<file path="config.mk">
export PLATFORM = sky130hd
export DESIGN_NAME = unified_mem_arbiter
export DESIGN_NICKNAME = d
export VERILOG_FILES = /design/src/rtl/unified_mem_arbiter_pkg.sv /design/src/rtl/unified_mem_arbiter_mux.sv /design/src/rtl/unified_mem_arbiter.sv
export SDC_FILE = /design/constraint.sdc
export NUM_CORES = 1
export LEC_CHECK = 0
export ABC_AREA = 1
export CORE_MARGIN = 4
export CORE_UTILIZATION = 43
export DETAILED_ROUTE_END_ITERATION = 10
export GPL_ROUTABILITY_DRIVEN = 0
export PLACE_DENSITY = 0.88
export SLEW_MARGIN = 20
export SYNTH_ARGS = -nofsm -noshare
export SYNTH_HDL_FRONTEND = slang
export SYNTH_SLANG_ARGS = --single-unit
</file>
<file path="constraint.sdc">
create_clock -name clk -period 2.2 [get_ports clk]
set_input_delay 0.33 -clock clk [delete_from_list [all_inputs] [get_ports clk]]
set_output_delay 0.33 -clock clk [all_outputs]
set_load 0.03 [all_outputs]
</file>
<file path="src/rtl/unified_mem_arbiter_pkg.sv">
// Shared definitions for the unified IF/DM memory arbiter: FSM states and
// grant encodings (grant values double as the address-mux select).
package unified_mem_arbiter_pkg;

  typedef enum logic [1:0] {
    S_IDLE    = 2'd0,
    S_IF_BUSY = 2'd1,
    S_DM_BUSY = 2'd2,
    S_DONE    = 2'd3
  } state_e;

  localparam logic GNT_IF = 1'b0;
  localparam logic GNT_DM = 1'b1;

endpackage

</file>
<file path="src/rtl/unified_mem_arbiter_mux.sv">
// Parameterized 2x1 mux: sel=0 passes d0, sel=1 passes d1.
module mux #(
  parameter int WIDTH = 32
) (
  input  logic             sel,
  input  logic [WIDTH-1:0] d0,
  input  logic [WIDTH-1:0] d1,
  output logic [WIDTH-1:0] y
);

  assign y = sel ? d1 : d0;

endmodule

</file>
<file path="src/rtl/unified_mem_arbiter.sv">
// Arbitrates a single-port unified memory between instruction fetch and data
// memory stages, with alternating priority under contention and a timeout abort.
module unified_mem_arbiter
  import unified_mem_arbiter_pkg::*;
#(
  parameter int AW      = 32,
  parameter int DW      = 32,
  parameter int TIMEOUT = 255
) (
  input  logic          clk,
  input  logic          rst,
  input  logic          if_req,
  input  logic [AW-1:0] if_addr,
  input  logic          if_flush,
  output logic          if_valid,
  output logic [DW-1:0] if_rdata,
  output logic          if_stall,
  input  logic          dm_req,
  input  logic          dm_we,
  input  logic [AW-1:0] dm_addr,
  input  logic [DW-1:0] dm_wdata,
  output logic          dm_valid,
  output logic [DW-1:0] dm_rdata,
  output logic          dm_stall,
  output logic          mem_req,
  output logic          mem_we,
  output logic [AW-1:0] mem_addr,
  output logic [DW-1:0] mem_wdata,
  input  logic [DW-1:0] mem_rdata,
  input  logic          mem_ack,
  output logic          addr_sel,
  output logic          err
);

  localparam int CW = $clog2(TIMEOUT + 1);
  localparam logic [CW-1:0] CNT_LAST = CW'(TIMEOUT - 1);
  localparam logic [CW-1:0] CNT_MAX  = CW'(TIMEOUT);

  state_e        state_q, state_d;
  logic          last_grant_q, last_grant_d;
  logic          drop_q, drop_d;
  logic [CW-1:0] cnt_q, cnt_d;
  logic          if_valid_q, if_valid_d;
  logic [DW-1:0] if_rdata_q, if_rdata_d;
  logic          dm_valid_q, dm_valid_d;
  logic [DW-1:0] dm_rdata_q, dm_rdata_d;
  logic          mem_req_q, mem_req_d;
  logic          mem_we_q, mem_we_d;
  logic [AW-1:0] mem_addr_q, mem_addr_d;
  logic [DW-1:0] mem_wdata_q, mem_wdata_d;
  logic          addr_sel_q, addr_sel_d;
  logic          err_q, err_d;

  logic          if_ok, gnt_dm, gnt_any, sel_nxt;
  logic [AW-1:0] addr_mux;

  // A flushed fetch is not eligible; DM yields only when IF wants the slot
  // and DM held the last completed grant.
  always_comb begin
    if_ok   = if_req & ~if_flush;
    gnt_dm  = dm_req & ~(if_ok & (last_grant_q == GNT_DM));
    gnt_any = dm_req | if_ok;
    sel_nxt = (state_q == S_IDLE) ? gnt_dm : addr_sel_q;
  end

  mux #(.WIDTH(AW)) u_addr_mux (
    .sel (sel_nxt),
    .d0  (if_addr),
    .d1  (dm_addr),
    .y   (addr_mux)
  );

  logic          is_if, drop_now, finish, timed_out;
  logic [DW-1:0] fin_data;

  always_comb begin
    // NOTE: every _d takes its hold value first so no path leaves it unassigned (no latches).
    state_d      = state_q;
    last_grant_d = last_grant_q;
    drop_d       = drop_q;
    cnt_d        = cnt_q;
    if_valid_d   = 1'b0;
    if_rdata_d   = if_rdata_q;
    dm_valid_d   = 1'b0;
    dm_rdata_d   = dm_rdata_q;
    mem_req_d    = mem_req_q;
    mem_we_d     = mem_we_q;
    mem_addr_d   = mem_addr_q;
    mem_wdata_d  = mem_wdata_q;
    addr_sel_d   = addr_sel_q;
    err_d        = err_q;
    is_if        = (state_q == S_IF_BUSY);
    drop_now     = drop_q | (is_if & if_flush);
    timed_out    = ~mem_ack & (cnt_q >= CNT_LAST);
    finish       = mem_ack | timed_out;
    fin_data     = mem_ack ? mem_rdata : '0;

    case (state_q)
      S_IDLE: begin
        if (gnt_any) begin
          state_d     = gnt_dm ? S_DM_BUSY : S_IF_BUSY;
          addr_sel_d  = gnt_dm;
          mem_addr_d  = addr_mux;
          mem_we_d    = gnt_dm & dm_we;
          mem_wdata_d = gnt_dm ? dm_wdata : '0;
          mem_req_d   = 1'b1;
          cnt_d       = '0;
          drop_d      = 1'b0;
        end
      end
      S_IF_BUSY, S_DM_BUSY: begin
        drop_d = drop_now;
        if (finish) begin
          state_d   = S_DONE;
          mem_req_d = 1'b0;
          if (is_if) begin
            if (!drop_now) begin
              if_valid_d = 1'b1;
              if_rdata_d = fin_data;
            end
          end else begin
            dm_valid_d = 1'b1;
            // Stores leave load data alone unless the access aborted.
            if (!mem_we_q || timed_out) dm_rdata_d = fin_data;
          end
          if (mem_ack) last_grant_d = is_if ? GNT_IF : GNT_DM;
          if (timed_out) begin
            err_d = 1'b1;
            cnt_d = CNT_MAX;
          end
        end else begin
          cnt_d = cnt_q + CW'(1);
        end
      end
      S_DONE: begin
        state_d = S_IDLE;
        drop_d  = 1'b0;
      end
      default: state_d = S_IDLE;
    endcase
  end

  always_ff @(posedge clk) begin
    // NOTE: non-blocking assignments so every flop samples pre-edge values.
    if (rst) begin
      state_q      <= S_IDLE;
      last_grant_q <= GNT_IF;
      drop_q       <= 1'b0;
      cnt_q        <= '0;
      if_valid_q   <= 1'b0;
      if_rdata_q   <= '0;
      dm_valid_q   <= 1'b0;
      dm_rdata_q   <= '0;
      mem_req_q    <= 1'b0;
      mem_we_q     <= 1'b0;
      mem_addr_q   <= '0;
      mem_wdata_q  <= '0;
      addr_sel_q   <= 1'b0;
      err_q        <= 1'b0;
    end else begin
      state_q      <= state_d;
      last_grant_q <= last_grant_d;
      drop_q       <= drop_d;
      cnt_q        <= cnt_d;
      if_valid_q   <= if_valid_d;
      if_rdata_q   <= if_rdata_d;
      dm_valid_q   <= dm_valid_d;
      dm_rdata_q   <= dm_rdata_d;
      mem_req_q    <= mem_req_d;
      mem_we_q     <= mem_we_d;
      mem_addr_q   <= mem_addr_d;
      mem_wdata_q  <= mem_wdata_d;
      addr_sel_q   <= addr_sel_d;
      err_q        <= err_d;
    end
  end

  assign if_valid  = if_valid_q;
  assign if_rdata  = if_rdata_q;
  assign dm_valid  = dm_valid_q;
  assign dm_rdata  = dm_rdata_q;
  assign mem_req   = mem_req_q;
  assign mem_we    = mem_we_q;
  assign mem_addr  = mem_addr_q;
  assign mem_wdata = mem_wdata_q;
  assign addr_sel  = addr_sel_q;
  assign err       = err_q;
  assign if_stall  = if_req & ~if_valid_q;
  assign dm_stall  = dm_req & ~dm_valid_q;

endmodule

</file>
# Word-level counts from Yosys, hierarchy flattened

Index checks and enable logic that the tools add are counted.

Input bits: 135
Output and inout bits: 136
Register bits: 146

$add $sub $neg: 1
Muxes and demuxes: 19
Magnitude comparators: 1
Bitwise gates (word level): 20
Equality and inequality tests: 6
Reduce and logical (&&, ||, !) cells: 15

Operators with widths:

| kind                | count |
|---|---|
| $mux 32             | 3 |
| $mux 8              | 3 |
| $pmux 8 s2          | 1 |
| $reduce_and 3->1    | 4 |
| $not 1->1           | 9 |
| $add 8x1->8 const B | 1 |
| $and 1x1->1         | 8 |
| $ge 8x8->1 const B  | 1 |
| $reduce_and 4->1    | 2 |
| $mux 1              | 6 |
| $mux 2              | 3 |
| $pmux 2 s3          | 1 |
| $eq 2x2->1 const B  | 2 |
| $ne 2x2->1 const B  | 2 |
| $reduce_and 2->1    | 2 |
| $reduce_or 4->1     | 1 |
| $ne 3x3->1 const B  | 1 |
| $or 1x1->1          | 3 |
| $pmux 1 s3          | 1 |
| $reduce_or 3->1     | 1 |
| $eq 2x1->1 const B  | 1 |
| $logic_not 2->1     | 1 |
| $pmux 1 s2          | 1 |
| $reduce_bool 2->1   | 1 |
| 3 further kinds     | 3 |

# Longest topological paths before layout

Gate-level depths: netlist of the first run.

Depth after elaboration: 8
Depth in mapped cells: 11

# Modules after synthesis

A second synthesis of the first run with hierarchy kept.

Cell total of the unflattened synthesis: 885
Area total of the unflattened synthesis: 6258.5 sq um

By module, submodules not included:

| module              | cells each | area each (sq um) | sequential area each (sq um) | instances |
|---|---|---|---|---|
| unified_mem_arbiter | 781        | 5766.8            | 2922.8                       | 1 |
| mux                 | 104        | 491.7             | 0.0                          | 1 |

# Least setup slack after synthesis of the first run

No wires, ideal clock.

Path kind: reg-to-reg
Start point: register state_q[1]
End point: register if_rdata_q[1], in the netlist if_rdata[1]
Required time: 2.068 ns
Period minus slack after synthesis: 1.537 ns
Arrival time: 1.405 ns
Setup slack: 0.663 ns
Stages on the path, launching flop included: 10
Setup time: 0.132 ns
Cells stage by stage: dfxtp_1 -> inv_1 -> ha_1 -> inv_2 -> o21bai_2 -> nor2_2 -> nand3_4 -> buf_6 -> nand2_1 -> a21oi_1

Word-level cells in the longest chain between the ends: 5

RTL lines:

| item                         | line                                                 | RTL |
|---|---|---|
| start, declared              | unified_mem_arbiter.sv:39                            | `state_e state_q, state_d;` |
| start signal, assigned       | unified_mem_arbiter.sv:161                           | `state_q <= state_d;` |
| $eq 2x1->1                   | unified_mem_arbiter.sv:92, unified_mem_arbiter.sv:98 |  |
| $and 1x1->1                  | unified_mem_arbiter.sv:93                            | `drop_now = drop_q \| (is_if & if_flush);` |
| $or 1x1->1                   | unified_mem_arbiter.sv:93                            |  |
| $not 1->1 (no line)          | -                                                    |  |
| $reduce_and 4->1 (no line) * | -                                                    |  |
| end signal, assigned         | unified_mem_arbiter.sv:166                           | `if_rdata_q <= if_rdata_d;` |
| end, declared                | unified_mem_arbiter.sv:44                            | `logic [DW-1:0] if_rdata_q, if_rdata_d;` |

Mark *: on every way between the ends. The rest lies on a longest branch, timed or not.
A chain may end at the register's enable or synchronous reset.

# Worst setup path in the final report of the first run

Start point: input port if_req
End point: output port if_stall

Word-level cells in the longest chain between the ends: 1

RTL lines:

| item            | line                       | RTL |
|---|---|---|
| start, declared | unified_mem_arbiter.sv:12  | `input logic if_req,` |
| $and 1x1->1     | unified_mem_arbiter.sv:188 | `assign if_stall = if_req & ~if_valid_q;` |
| end, declared   | unified_mem_arbiter.sv:17  | `output logic if_stall,` |

No other way between the ends.

==> impl_results.md, run 1 <==
- Antenna Nets Post-Route: 0
- Largest net degree at the start of global routing: roughly 70
- NumNets Final: approximately 1300
- Final wirelength: about 20 mm
- Final hold vios: 0
- Ys flop type: dfxtp_1
- Crit. End Element: output port
- Port bufs: 270
- WL/cell: ~15 um
- Worst-path clk slew: ~0.07 ns
- Crit path DAT: approximately 1.7 ns
- Hold-fix buffers at CTS: 0
- First-pass GRT wire length: 33.0 mm
- Routed via count: 6985
- I/O pin count: 271
- Synth top area share: 0.445
- Startpoint types: input port
- Syn avg cell area: around 7.1 um^2
- Area contributors post-synth: dfxtp_1 (44%), nand2_1 (15%), a21oi_1 (8.5%), nand4_1 (6.3%), nand3_1 (5.3%)
- Hold Crit Class: in2reg
- Worst rel slew slack: 0.747
- Clock skew: 0.00655 ns
- Area Growth Syn to Fin: 51.6%
- Cell variety after synth: 29
- Drt pass-1 iters: 6
- Status: complete, no violations
- Power per standard cell area: 1280 nW/um^2
- EDFF count, synth: 0
- DP Wirelength: 14.3 mm
- Worst slew pin tran: about 0.38 ns
- Setup TNS: 0 ns
- Max-cap violations: 0
- Worst EP required: 1.87 ns
- Initial antenna violation count: 0
- Die Footprint: 17300 um^2
- N_diodes: 0
- Die Wd: 132 um
- RSZ-0062 raised after global routing: no
- Root Buffer: clkbuf_16
- Proportion of layout cells with a drive suffix above 1: 0.0672
- Placed cell areas: 9340 um^2
- Peak supply drop: 0.931 mV
- Vias in the first global route: 6700
- Rows: 44
- Post-synthesis sequential area ratio: 0.445
- Slew Viols, Final: 0
- CTS buffer count: 17
- Clock buffer depth: 2
- Post-route cell area: between 9000 and 10000 um^2
- GRT Util Overall: 0.229
- Syn Nets: 1061
- Synth Register Bits: 146
- Synth Instances: ~920
- WS Path Type: in2out
- Initial Util: 0.445
- Clock latency on the worst-skew pair: around 0.41 ns
- Gr ovfl total: 0
- Mapped cell area: around 6600 um^2
- Leakage: 4.15 nW
- Worst-path fanout max: 3
- Commonest cells post-synth: nand2_1 (265), dfxtp_1 (146), a21oi_1 (111), inv_1 (75), nor2_1 (74)
- Final setup fails: 0
- Setup Fix Bufs, Post-CTS: 0
- Core Area: 14800 um^2
- # DRC: 0
- Most frequent cell after synthesis: nand2_1
- Cell taking the most area after synthesis: dfxtp_1
- Via density: 5.14
- Die Height: ~130 um
- H-tree depth reported by CTS: 4
- Final period util: 0.903
- Fin crit period: between 1.5 and 2 ns
- Resized cells post-CTS: 0
- Ys Warns: 0
- Maximum clock frequency: 503 MHz
- CTS tree: done
- Clk sink count: 146
- DRT iter0 DRCs: between 400 and 500
- Power Total: between 10 and 15 mW
- Post-synth ARST share: 0
-- metal layers --
metal	vias up	GRT usage	wire, um
met5	-	0	0
met1	3159	0.259	8170
met3	31	0.0948	2120
met2	325	0.393	9780
met4	0	0.0735	412
li1	3470	-	-
-- critical path, cell delays in order --
cell             delay [ns]
clkdlybuf4s50_1        0.52
inv_1                  0.05
nor2_1                 0.08
clkdlybuf4s50_1        0.68
-- final cells by class --
class                      count  area [um^2]
clock buffer                  17          425
clock inverter                15          195
fill                        1184         4790
inverter                      81          304
multi-input combinational    623         2900
sequential                   146         2920
tap                          184          230
timing repair buffer         294         2990
-- worst paths after layout --
path                      from            end  slack [ns]  depth (start not counted)
setup / recovery        if_req       if_stall        0.21                          4
hold / removal             rst  mem_wdata[24]        0.25                          2
setup reg to reg    state_q[0]    if_rdata[7]        0.38                          6
hold reg to reg   dm_rdata[16]   dm_rdata[16]        0.46                          2
-- placed cells by master, fill, tap and decap left out, types with 4 or more instances in the layout --
cell type / count
nand2_2: 4
clkinvlp_4: 4
nand4_1: 66
nand3_1: 70
clkdlybuf4s50_1: 268
ha_1: 5
nor2_1: 74
inv_2: 6
clkbuf_16: 17
dfxtp_1: 146
inv_6: 5
o21ai_0: 7
inv_1: 75
a21oi_1: 111
buf_12: 9
buf_4: 17
nand2_1: 265
-- through the flow --
step | cells | utilization | hold WS, ns | setup WS, ns
floorplan | 921 | - | 0.460 | 0.663
global placement | 1328 | 0.633 | 0.447 | 0.225
detailed placement | 1328 | 0.633 | 0.453 | 0.210
CTS | 1360 | 0.675 | 0.231 | 0.208
global route | 1360 | 0.675 | 0.238 | 0.174
finish | 1360 | 0.675 | 0.248 | 0.213
-- where the power goes --
part	internal (mW)	switching, mW	leakage (nW)
logic	2.32	3.84	2.67
clock network	1.82	1.22	0.291
registers	3.22	0.318	1.19
total	7.36	5.38	4.15
-- sequential cells by signal, summed over array words and instances, names as in the netlist, 2 cells and up --
name	count
dm_rdata	32
if_rdata	32
mem_addr	32
cnt_q	8
state_q	2
mem_wdata	32
-- kinds of logic after synthesis --
kind of cell | count (synthesis) | synth area share
AO/OA/AOI/OAI | 123 | 0.0967
XOR/XNOR | 3 | 0.00400
adder cells (fa/ha/maj) | 5 | 0.00952
buffers and inverters | 152 | 0.115
flip-flops | 146 | 0.445
AND/OR/NAND/NOR | 492 | 0.330
(Power assumes the default switching activity.)
==> run 2, diff against run 1 <==
--- a/config.mk
+++ b/config.mk
@@ -13,2 +13,3 @@
 export PLACE_DENSITY = 0.88
+export SKIP_LAST_GASP = 1
 export SLEW_MARGIN = 20
--- a/constraint.sdc
+++ b/constraint.sdc
@@ -3,2 +3,2 @@
 set_output_delay 0.33 -clock clk [all_outputs]
-set_load 0.03 [all_outputs]
+set_load 0.005 [all_outputs]
==> run 2 against run 1 <==
Combinational power decreased by 18%. First-iteration DRC count rose by 19%. Critical path type unchanged. Core utilization shrank 0.32 points. Worst hold slack better by 0.15 ns. Clock power about the same. Worst setup slack barely moved. Fmax about the same. Highest routed layer unchanged.
==> impl_results.md, run 2 (synthesis results as in run 1) <==
- Die Wd: 132 um (unchanged)
- Power per standard cell area: 1170 nW/um^2 (-8.1%)
- Hold-fix buffers at CTS: 0 (unchanged)
- CP Depth: 4 (unchanged)
- Most numerous cell on the critical path: clkdlybuf4s50_1
- Clock buffer depth: 2 (unchanged)
- Rows: 44 (unchanged)
- Drt pass-1 iters: 6 (unchanged)
- DRT iter0 DRCs: 500 (+19%)
- Routed via count: 6967 (-0.26%)
- Initial Util: 0.445 (unchanged)
- WS Path Type: in2out
- Area Growth Syn to Fin: 50.9%
- Maximum clock frequency: 503 MHz (about the same)
- Post-route cell area: 9920 um^2 (-0.48%)
- Hold Crit Class: in2reg
- Port bufs: 270 (unchanged)
- DP Wirelength: 14.4 mm (+0.51%)
- Clock skew: 0.00680 ns (+0.000248 ns)
- CTS tree: done
- Resized cells post-CTS: 0 (unchanged)
- Setup ws final: 0.213 ns (-0.000300 ns)
- Gr ovfl total: 0 (unchanged)
- H-tree depth reported by CTS: 4 (unchanged)
- Root Buffer: clkbuf_16
- Max-cap violations: 0 (unchanged)
- Peak supply drop: 0.842 mV (-9.6%)
- Startpoint types: input port
- Setup Fix Bufs, Post-CTS: 0 (unchanged)
- Proportion of layout cells with a drive suffix above 1: 0.0639 (-0.00324)
- Slowest Stage Delay on Critical Path: 0.61 ns (-0.07 ns)
- Cell count of the worst reg-to-reg path: 6 (unchanged)
- WL/cell: 14.9 um (-1.1%)
- CP delay by family, top: buffers and inverters
- Largest net degree at the start of global routing: 70 (+1.4%)
- NumNets Final: 1301 (-0.15%)
- Fin crit period: 1.99 ns (+0.000300 ns)
- Die Height: 132 um (unchanged)
- Die Footprint: 17300 um^2 (unchanged)
- Fin util: 0.672 (-0.00322)
- N_diodes: 0 (unchanged)
- Worst-path fanout max: 5 (+2)
- Crit path DAT: 1.66 ns (about the same)
- Worst rel slew slack: 0.657 (-0.0902)
- Clock latency on the worst-skew pair: 0.41 ns (about the same)
- Critical-path cell list: clkdlybuf4s50_1 -> inv_2 -> nor2_1 -> clkdlybuf4s50_1
- I/O pin count: 271 (unchanged)
- Status: complete, no violations
- Worst EP required: 1.87 ns (about the same)
- Crit. End Element: output port
- Most frequent cells in the layout: clkdlybuf4s50_1 (269), nand2_1 (265), dfxtp_1 (146), a21oi_1 (111), inv_1 (75)
- Initial antenna violation count: 0 (unchanged)
- Commonest non-fill, non-tap cell in the layout: clkdlybuf4s50_1
- Worst Hold Path Cells: 2 (unchanged)
- Via density: 5.13 (about the same)
- # DRC: 0 (unchanged)
- Worst-path clk slew: 0.06 ns (about the same)
- Leakage: 4.13 nW (-0.44%)
- Placed cell areas: 9290 um^2 (-0.54%)
- Final wirelength: 20.2 mm (-1.4%)
- RSZ-0062 raised after global routing: no
- Setup TNS: 0 ns (unchanged)
- Core Area: 14800 um^2 (unchanged)
- Final hold vios: 0 (unchanged)
- GRT Util Overall: 0.224 (-0.00432)
- Slew Viols, Final: 0 (unchanged)
- Worst slew pin tran: 0.514 ns (+0.136 ns)
- Final setup fails: 0 (unchanged)
- Antenna Nets Post-Route: 0 (unchanged)
- Final period util: 0.903 (about the same)
- CTS buffer count: 17 (unchanged)
- CP max-delay cell: clkdlybuf4s50_1
- Vias in the first global route: 6664 (-0.54%)
- Clk sink count: 146 (unchanged)
- Dpl ws: 0.0779 ns (-0.132 ns)
- Bufs and invs on worst path: 3 (unchanged)
- First-pass GRT wire length: 32.4 mm (-1.8%)
run 2: changes by cell type in the layout (fill, tap and decap cells not counted), sizes merged:
cell / before / now
buf: 26 / 23
bufinv: 3 / 4
clkinv: 1 / 5
inv: 88 / 82
clkinvlp: 4 / 3
clkdlybuf4s50: 268 / 269
clkbuf: 17 / 18
run 2: layout make-up:
type / count / area [um^2]
clock buffers: 18 / 439
clock inverters: 13 / 184
fillers: 1235 / 4840
inverters: 81 / 304
multi-input cells: 623 / 2900
flip-flops and latches: 146 / 2920
well taps: 184 / 230
repair buffers: 292 / 2940
run 2: power by group:
group	switching, mW	internal, mW
Clock	1.12	1.92
Combinational	2.84	2.22
Sequential	0.319	3.22
Total	4.28	7.36
run 2: final timing paths:
path / endpoint / startpoint / slack [ns]
setup reg to reg: if_rdata[13] / state_q[0] / 0.41
hold reg to reg: dm_rdata[29] / dm_rdata[29] / 0.46
setup / recovery: dm_stall / dm_req / 0.21
hold / removal: mem_wdata[22] / rst / 0.40
run 2: through the flow:
step                hold slack (ns)  cells  power [mW]
finish                        0.397   1357        11.6
global route                  0.408   1357        12.4
CTS                           0.382   1357        11.7
detailed placement            0.452   1326        8.65
global placement              0.447   1326        8.53
floorplan                     0.455    921        6.66
run 2: layer usage:
| layer | vias to the layer above | share of wire | GRT usage |
|---|---|---|---|
| li1 | 3452 | - | - |
| met1 | 3182 | 0.40 | 0.257 |
| met2 | 303 | 0.48 | 0.381 |
| met3 | 30 | 0.10 | 0.0929 |
| met4 | 0 | 0.016 | 0.0741 |
| met5 | - | 0 | 0 |
run 2: worst reg2reg max path, stage by stage (launching register included):
cell and delay [ns]:
dfxtp_1 0.36, inv_1 0.07, ha_1 0.40, buf_12 0.23
nand3_4 0.33, nand2_1 0.17, a21oi_1 0.09
